--- src/rtl/frame_bram_packer_if.sv ---
// rtl/frame_bram_packer_if.sv - pixel stream and bank write bus of frame_bram_packer
//
// Signals:
//   pix_data/pix_valid/pix_sof/pix_ready : grayscale pixel stream (valid/ready handshake)
//   bram_wr_en/bram_wr_addr/bram_wr_data : one-hot bank write port of the correlator BRAMs
// Modports:
//   master : pixel source / BRAM sink side
//   slave  : the packer itself
interface frame_bram_packer_if #(
  parameter int PIXEL_WIDTH     = 8,
  parameter int BRAM_ADDR_WIDTH = 9
);
  logic [PIXEL_WIDTH-1:0]     pix_data;
  logic                       pix_valid;
  logic                       pix_sof;
  logic                       pix_ready;
  logic [15:0]                bram_wr_en;
  logic [BRAM_ADDR_WIDTH-1:0] bram_wr_addr;
  logic [127:0]               bram_wr_data;

  modport master (
    output pix_data, pix_valid, pix_sof,
    input  pix_ready,
    input  bram_wr_en, bram_wr_addr, bram_wr_data
  );

  modport slave (
    input  pix_data, pix_valid, pix_sof,
    output pix_ready,
    output bram_wr_en, bram_wr_addr, bram_wr_data
  );
endinterface

--- src/rtl/frame_bram_packer.sv ---
// rtl/frame_bram_packer.sv - binarizes pixels, packs 128 per word into 16 row-interleaved banks, rotates three frame buffers
//
// Ports:
//   Bus2IP_Clk              : clock, rising edge
//   Bus2IP_Resetn           : asynchronous reset, active low
//   enable                  : software enable; low in PACK abandons the frame
//   threshold               : pixel bit = pix_data > threshold
//   corr_busy               : correlator mid-pass; holds off buffer rotation
//   bus (slave)             : pixel stream in, bank write port out
//   curr_frame_bram_offset  : base of newest complete frame
//   prev_frame_bram_offset  : base of previous complete frame
//   frame_done              : one-cycle pulse on rotation
//   pair_valid              : two frames completed since reset
//   sync_err                : sticky, set on a start-of-frame inside a frame
module frame_bram_packer #(
  parameter int PIXEL_WIDTH     = 8,
  parameter int FRAME_WIDTH     = 640,
  parameter int FRAME_HEIGHT    = 480,
  parameter int BRAM_ADDR_WIDTH = 9
) (
  input  logic                       Bus2IP_Clk,
  input  logic                       Bus2IP_Resetn,
  input  logic                       enable,
  input  logic [PIXEL_WIDTH-1:0]     threshold,
  input  logic                       corr_busy,
  frame_bram_packer_if.slave         bus,
  output logic [BRAM_ADDR_WIDTH-1:0] curr_frame_bram_offset,
  output logic [BRAM_ADDR_WIDTH-1:0] prev_frame_bram_offset,
  output logic                       frame_done,
  output logic                       pair_valid,
  output logic                       sync_err
);
  localparam int AW  = BRAM_ADDR_WIDTH;
  localparam int WPR = FRAME_WIDTH / 128;
  localparam int B   = (FRAME_HEIGHT / 16) * WPR;
  localparam int CW  = $clog2(FRAME_WIDTH);
  localparam int RW  = $clog2(FRAME_HEIGHT);

  localparam logic [1:0] S_IDLE      = 2'd0;
  localparam logic [1:0] S_PACK      = 2'd1;
  localparam logic [1:0] S_FRAME_END = 2'd2;

  logic [1:0]    r_state;
  logic [CW-1:0] r_col;
  logic [RW-1:0] r_row;
  logic [127:0]  r_pack;
  logic [1:0]    r_done_cnt;
  logic [AW-1:0] r_wr_off;
  logic [AW-1:0] r_curr_off;
  logic [AW-1:0] r_prev_off;
  logic [15:0]   r_wr_en;
  logic [AW-1:0] r_wr_addr;
  logic [127:0]  r_wr_data;
  logic          r_frame_done;
  logic          r_sync_err;

  logic          w_ready;
  logic          w_accept;
  logic          w_bit;
  logic          w_start;
  logic          w_pack;
  logic          w_resync;
  logic          w_take;
  logic [CW-1:0] w_col;
  logic [RW-1:0] w_row;
  logic [6:0]    w_col_lo;
  logic          w_col_last;
  logic          w_row_last;
  logic [AW-1:0] w_addr;
  logic [127:0]  w_word;

  assign w_ready  = (r_state != S_FRAME_END);
  assign w_accept = bus.pix_valid & w_ready;
  assign w_bit    = (bus.pix_data > threshold);

  // A pixel is packed either as the frame opener in IDLE or as a regular
  // PACK pixel; an out-of-place SOF restarts the frame at the origin.
  assign w_start  = (r_state == S_IDLE) & w_accept & bus.pix_sof & enable;
  assign w_pack   = (r_state == S_PACK) & w_accept & enable;
  assign w_resync = w_pack & bus.pix_sof & ((r_col != '0) | (r_row != '0));
  assign w_take   = w_start | w_pack;

  // Position of the pixel being accepted this cycle.
  assign w_col      = (w_start | w_resync) ? '0 : r_col;
  assign w_row      = (w_start | w_resync) ? '0 : r_row;
  assign w_col_lo   = w_col[6:0];
  assign w_col_last = (w_col == CW'(FRAME_WIDTH - 1));
  assign w_row_last = (w_row == RW'(FRAME_HEIGHT - 1));

  assign w_addr = r_wr_off + AW'(w_row >> 4) * AW'(WPR) + AW'(w_col >> 7);

  // Word as it looks once the current pixel is merged; the 128th pixel
  // goes straight to the write register without an extra pipeline stage.
  always_comb begin
    w_word           = r_pack;
    w_word[w_col_lo] = w_bit;
  end

  always_ff @(posedge Bus2IP_Clk or negedge Bus2IP_Resetn) begin
    if (!Bus2IP_Resetn) begin
      r_state      <= S_IDLE;
      r_col        <= '0;
      r_row        <= '0;
      r_pack       <= '0;
      r_done_cnt   <= '0;
      r_wr_off     <= '0;
      r_curr_off   <= AW'(B);
      r_prev_off   <= AW'(2 * B);
      r_wr_en      <= '0;
      r_wr_addr    <= '0;
      r_wr_data    <= '0;
      r_frame_done <= 1'b0;
      r_sync_err   <= 1'b0;
    end else begin
      r_wr_en      <= '0;
      r_frame_done <= 1'b0;

      if (w_take) begin
        r_pack <= w_word;
        if (w_col_last) begin
          r_col <= '0;
          r_row <= w_row_last ? '0 : w_row + RW'(1);
        end else begin
          r_col <= w_col + CW'(1);
          r_row <= w_row;
        end
        if (w_col_lo == 7'h7f) begin
          r_wr_en   <= 16'(1) << w_row[3:0];
          r_wr_addr <= w_addr;
          r_wr_data <= w_word;
        end
      end

      if (w_resync) begin
        r_sync_err <= 1'b1;
      end

      case (r_state)
        S_IDLE: begin
          if (w_start) begin
            r_state <= S_PACK;
          end
        end
        S_PACK: begin
          if (!enable) begin
            r_state <= S_IDLE;
          end else if (w_accept && w_col_last && w_row_last) begin
            r_state <= S_FRAME_END;
          end
        end
        S_FRAME_END: begin
          if (!corr_busy) begin
            r_prev_off   <= r_curr_off;
            r_curr_off   <= r_wr_off;
            r_wr_off     <= r_prev_off;
            r_frame_done <= 1'b1;
            if (r_done_cnt != 2'd3) begin
              r_done_cnt <= r_done_cnt + 2'd1;
            end
            r_state <= S_IDLE;
          end
        end
        default: r_state <= S_IDLE;
      endcase
    end
  end

  assign bus.pix_ready          = w_ready;
  assign bus.bram_wr_en         = r_wr_en;
  assign bus.bram_wr_addr       = r_wr_addr;
  assign bus.bram_wr_data       = r_wr_data;
  assign curr_frame_bram_offset = r_curr_off;
  assign prev_frame_bram_offset = r_prev_off;
  assign frame_done             = r_frame_done;
  assign pair_valid             = r_done_cnt[1];
  assign sync_err               = r_sync_err;
endmodule
--- src/flat_wrapper.sv ---
// flat-port wrapper written by rule: the top's interface ports become plain ports
module frame_bram_packer_flat 
#(
  parameter int PIXEL_WIDTH     = 8,
  parameter int FRAME_WIDTH     = 640,
  parameter int FRAME_HEIGHT    = 480,
  parameter int BRAM_ADDR_WIDTH = 9
)
  (Bus2IP_Clk, Bus2IP_Resetn, enable, threshold, corr_busy, curr_frame_bram_offset, prev_frame_bram_offset, frame_done, pair_valid, sync_err, bus_pix_data, bus_pix_valid, bus_pix_sof, bus_pix_ready, bus_bram_wr_en, bus_bram_wr_addr, bus_bram_wr_data);
  frame_bram_packer_if #(.PIXEL_WIDTH(PIXEL_WIDTH), .BRAM_ADDR_WIDTH(BRAM_ADDR_WIDTH)) bus_i ();
  input  logic Bus2IP_Clk;
  input  logic Bus2IP_Resetn;
  input  logic enable;
  input  logic [PIXEL_WIDTH-1:0] threshold;
  input  logic corr_busy;
  output logic [BRAM_ADDR_WIDTH-1:0] curr_frame_bram_offset;
  output logic [BRAM_ADDR_WIDTH-1:0] prev_frame_bram_offset;
  output logic frame_done;
  output logic pair_valid;
  output logic sync_err;
  input wire logic [$bits(bus_i.pix_data)-1:0] bus_pix_data;
  input wire logic [$bits(bus_i.pix_valid)-1:0] bus_pix_valid;
  input wire logic [$bits(bus_i.pix_sof)-1:0] bus_pix_sof;
  output wire logic [$bits(bus_i.pix_ready)-1:0] bus_pix_ready;
  output wire logic [$bits(bus_i.bram_wr_en)-1:0] bus_bram_wr_en;
  output wire logic [$bits(bus_i.bram_wr_addr)-1:0] bus_bram_wr_addr;
  output wire logic [$bits(bus_i.bram_wr_data)-1:0] bus_bram_wr_data;
  assign bus_i.pix_data = bus_pix_data;
  assign bus_i.pix_valid = bus_pix_valid;
  assign bus_i.pix_sof = bus_pix_sof;
  assign bus_pix_ready = bus_i.pix_ready;
  assign bus_bram_wr_en = bus_i.bram_wr_en;
  assign bus_bram_wr_addr = bus_i.bram_wr_addr;
  assign bus_bram_wr_data = bus_i.bram_wr_data;
  frame_bram_packer #(.PIXEL_WIDTH(PIXEL_WIDTH), .FRAME_WIDTH(FRAME_WIDTH), .FRAME_HEIGHT(FRAME_HEIGHT), .BRAM_ADDR_WIDTH(BRAM_ADDR_WIDTH)) u_core (.Bus2IP_Clk(Bus2IP_Clk), .Bus2IP_Resetn(Bus2IP_Resetn), .enable(enable), .threshold(threshold), .corr_busy(corr_busy), .bus(bus_i), .curr_frame_bram_offset(curr_frame_bram_offset), .prev_frame_bram_offset(prev_frame_bram_offset), .frame_done(frame_done), .pair_valid(pair_valid), .sync_err(sync_err));
endmodule
--- config.mk ---
export PLATFORM = sky130hd
export DESIGN_NAME = frame_bram_packer_flat
export DESIGN_NICKNAME = d
export VERILOG_FILES = /design/src/rtl/frame_bram_packer_if.sv /design/src/rtl/frame_bram_packer.sv /design/src/flat_wrapper.sv
export SDC_FILE = /design/constraint.sdc
export NUM_CORES = 1
export LEC_CHECK = 0
export ABC_AREA = 1
export CAP_MARGIN = 20
export CELL_PAD_IN_SITES_DETAIL_PLACEMENT = 1
export CELL_PAD_IN_SITES_GLOBAL_PLACEMENT = 1
export CORE_AREA = 2 2 255 257
export DETAILED_ROUTE_END_ITERATION = 10
export DIE_AREA = 0 0 257 259
export PLACE_DENSITY = 0.58
export SYNTH_ARGS = -nofsm -noshare
export SYNTH_HDL_FRONTEND = slang
export SYNTH_SLANG_ARGS = --single-unit
--- constraint.sdc ---
create_clock -name Bus2IP_Clk -period 5.5 [get_ports Bus2IP_Clk]
set_clock_uncertainty 0.05 [all_clocks]
set_input_delay 1.1 -clock Bus2IP_Clk [delete_from_list [all_inputs] [get_ports Bus2IP_Clk]]
set_output_delay 1.1 -clock Bus2IP_Clk [all_outputs]
set_load 0.02 [all_outputs]
==> flow_metrics.env, run 1 <==
export IMPL_hpwl_mm=33.1
export IMPL_path_cells="clkdlybuf4s50_1, inv_1, a21oi_2, nand4_1, nand2_4, nor2_1, ha_1, ha_1, inv_1, fa_1, inv_1, ha_1, ha_1, a21oi_1, inv_1, a31oi_1, o21ai_0, a21oi_1, xnor2_1, nand2_1, nand2_1"
export IMPL_clkTransAtPathRegs_ns=0.06
export IMPL_die_h_um=259
export IMPL_yosysWarnings=0
export IMPL_worst_slew_pin_slew_ns=0.971
export IMPL_power_density_nw_per_um2=361
export IMPL_path_class="primary input to flip-flop"
export IMPL_cp_end_kind="flip-flop"
export IMPL_hold_depth=2
export IMPL_grt_pass1_vias=14200
export IMPL_drt_iter0_markers=701
export IMPL_synth_area_leader_cell="dfrtp_1"
export IMPL_antenna_cells=0
export IMPL_wirelength_mm=50.7
export IMPL_cts_tree="done"
export IMPL_cap_violations=0
export IMPL_ctsHtreeMaxLevel=2
export IMPL_reg2reg_from="u_core.r_col[0]"
export IMPL_dr_wl_met2_mm=25.2
export IMPL_slowest_delay_ns=0.50
export IMPL_slew_headroom=0.352
export IMPL_yosys_register_bits=333
export IMPL_highest_layer="met4"
export IMPL_rows=93
export IMPL_drive_above_1_share=0.0732
export IMPL_period_needed_ns=4.80
export IMPL_place_gp_congestion=0.767
export IMPL_drc=0
export IMPL_grt_max_degree=169
export IMPL_synth_common_cells="nand2_1, dfrtp_1, o21ai_1"
export IMPL_cts_buffer_depth=3
export IMPL_detail_route_antenna_nets=0
export IMPL_nets=2136
export IMPL_critPathBufInv=5
export IMPL_dieWidth_um=257
export IMPL_peakVddDrop_mv=0.204
export IMPL_ys_async_sr_fraction=1.00
export IMPL_overflow=0
export IMPL_path_depth=21
export IMPL_crit_fanout=7
export IMPL_ys_types=44
export IMPL_grt_usage=0.153
export IMPL_ys_flop_type="dfrtp_1"
export IMPL_clock_latency_ns=0.56
export IMPL_cts_repair_resized=0
export IMPL_synth_nets=1971
export IMPL_met1_length_mm=22.8
export IMPL_dr_pass1_iters=4
export IMPL_ff2ff_path_depth=22
export IMPL_place_inst=2887
export IMPL_rsz0062_at_grt="false"
export IMPL_syn_area_sq_um=15800
export IMPL_hold_start="u_core.sync_err"
export IMPL_synth_most_common_cell="nand2_1"
export IMPL_synth_edf_count=0
export IMPL_synth_area_top_cells="dfrtp_1, nand2_1, o21ai_1"
export IMPL_coreArea_sq_um=63900
export IMPL_critPathSlowestCell="clkdlybuf4s50_1"
export IMPL_cts_setup_buffers=0
export IMPL_antenna_found_initial=0
export IMPL_cts_root_buf="clkbuf_16"
export IMPL_wl_met3_mm=1.94
export IMPL_via_per_inst=4.47
export IMPL_required_ns=5.93
export IMPL_setup_tns_final_ns=0
export IMPL_setup_violations_final=0
export IMPL_synth_top_area_share=0.513
export IMPL_initial_utilization=0.248
export IMPL_min_path_type="flip-flop to flip-flop"
export IMPL_yosysSeqAreaShare=0.527
export IMPL_hold_buffers=0
export IMPL_top_level_ports=197
export IMPL_fin_cells=2959
export IMPL_start_kind="primary input"
export IMPL_num_vias=13200
export IMPL_clkSinkCount=333
export IMPL_outcome="finished clean"
export IMPL_post_place_ws_ns=0.148
export IMPL_dieArea_sq_um=66600
export IMPL_fin_crit_sh=0.873
export IMPL_grt_pass1_wl_mm=81.0
export IMPL_synthToLayoutAreaGrowth_pct=26.0
export IMPL_cts_buffers=42
export IMPL_p_leak_nw=8.89
export IMPL_cp_top_family="adder cells"
export IMPL_syn_inst=1911
export IMPL_critPathLaunch="bus_pix_valid"
export IMPL_timing_final_ws_setup_ns=0.699
export IMPL_wl_per_cell_um=17.1
export IMPL_hold_viol=0
export IMPL_worstPathArrival_ns=5.24
export IMPL_max_freq_mhz=208
export IMPL_avgSynthCellArea_sq_um=8.29
export IMPL_drv_slew=0
export IMPL_io_buffers=196
==> placed cells by master, fill, tap and decap left out, types with 3 or more instances in the layout <==
| master | Yosys | layout |
|---|---|---|
| nand2_1 | 657 | 657 |
| dfrtp_1 | 325 | 325 |
| o21ai_1 | 248 | 247 |
| clkdlybuf4s50_1 | 0 | 195 |
| inv_1 | 177 | 177 |
| o21ai_0 | 149 | 149 |
| nor2_1 | 47 | 47 |
| clkbuf_16 | 0 | 43 |
| ha_1 | 33 | 33 |
| nand3_1 | 32 | 32 |
| nor2_4 | 23 | 25 |
| nor3_1 | 24 | 24 |
| a21oi_1 | 16 | 15 |
| clkinv_2 | 1 | 12 |
| nand4_1 | 10 | 10 |
| clkbuf_8 | 0 | 9 |
| nor2_2 | 10 | 8 |
| xnor2_1 | 8 | 8 |
| dfstp_2 | 8 | 8 |
| xor2_1 | 7 | 7 |
| clkbuf_1 | 59 | 7 |
| buf_12 | 0 | 7 |
| buf_4 | 2 | 7 |
| o21ai_2 | 5 | 6 |
| nand2_2 | 5 | 5 |
| nand2_4 | 5 | 5 |
| fa_1 | 5 | 5 |
| o22ai_1 | 4 | 4 |
| inv_2 | 4 | 3 |
==> sequential cells by signal (all words and copies together) (netlist names), 2 cells and up <==
signal	count
u_core.bus.bram_wr_addr	9
u_core.r_row	9
u_core.r_wr_off	9
u_core.r_col	10
u_core.bus.bram_wr_en	16
u_core.bus.bram_wr_data	128
u_core.r_pack	128
u_core.curr_frame_bram_offset	9
u_core.r_state	2
u_core.r_done_cnt	2
u_core.prev_frame_bram_offset	9
==> where the power goes <==
group          switching [mW]  internal (mW)
logic                    1.17          0.463
clock network            1.11           1.55
registers               0.181           2.73
==> cells by family (layout without fill, tap and decap cells) <==
kind of cell             count (synthesis)  in the layout  synth area share
XOR/XNOR                                15             15           0.00829
AND/OR/NAND/NOR                        820            820             0.220
AO/OA/AOI/OAI                          430            430             0.139
adder cells (fa/ha/maj)                 38             38            0.0324
buffers and inverters                  274            467            0.0730
flip-flops                             333            333             0.527
multiplexers                             1              1          0.000711
==> area by class of cell <==
cell class                      instances  area, sq um
Clock buffer                           59         1230
Clock inverter                         13         71.3
Fill cell                            7433        43900
Inverter                              185          713
Multi-Input combinational cell       1304         6370
Sequential cell                       333         8340
Tap cell                              855         1070
Timing Repair Buffer                  210         2160
==> metrics by stage <==
stage               hold WS (ns)  area (sq um)  total power, mW   util
global placement           0.411         18700             4.54  0.292
finish                     0.421         20000             7.19  0.312
detailed placement         0.409         18700             4.62  0.292
global route               0.444         20000             7.66  0.312
CTS                        0.427         20000             7.35  0.312
floorplan                  0.398         15800             3.97      -
==> worst reg2reg max path: cells and delay by family, from the launching register on <==
kind	cells	cell delay, ns
AOI/OAI and AO/OA	4	0.71
buffers and inverters	4	0.38
xor gates and xnor gates	1	0.13
and+or+nand+nor	8	0.97
adders and majority gates	5	1.53
DFF	1	0.54
==> routing by layer <==
| metal | vias up | track usage |
|---|---|---|
| met4 | 0 | 0.0305 |
| met2 | 156 | 0.270 |
| met5 | - | 0 |
| met1 | 6582 | 0.195 |
| met3 | 59 | 0.0297 |
| li1 | 6438 | - |
==> worst paths after layout <==
kind,slack [ns],end
max in group asynchronous,3.61,u_core.bus.bram_wr_data[44]
min in group asynchronous,0.57,u_core.r_done_cnt[1]
max reg2reg,1.10,u_core.bus.bram_wr_addr[7]
min,0.42,u_core.sync_err
max,0.70,u_core.bus.bram_wr_addr[7]
min reg2reg,0.42,u_core.sync_err
(Power assumes the default switching activity.)
==> inputs of run 2 (changes only) <==
--- a/constraint.sdc
+++ b/constraint.sdc
@@ -4,2 +4,2 @@
 set_output_delay 1.1 -clock Bus2IP_Clk [all_outputs]
-set_load 0.02 [all_outputs]
+set_load 0.1 [all_outputs]
==> results of run 2 <==
Same layout as run 1 (identical final DEF). Status: finished clean.
Main changes from that run: total power 7.19 mW -> 7.29 mW
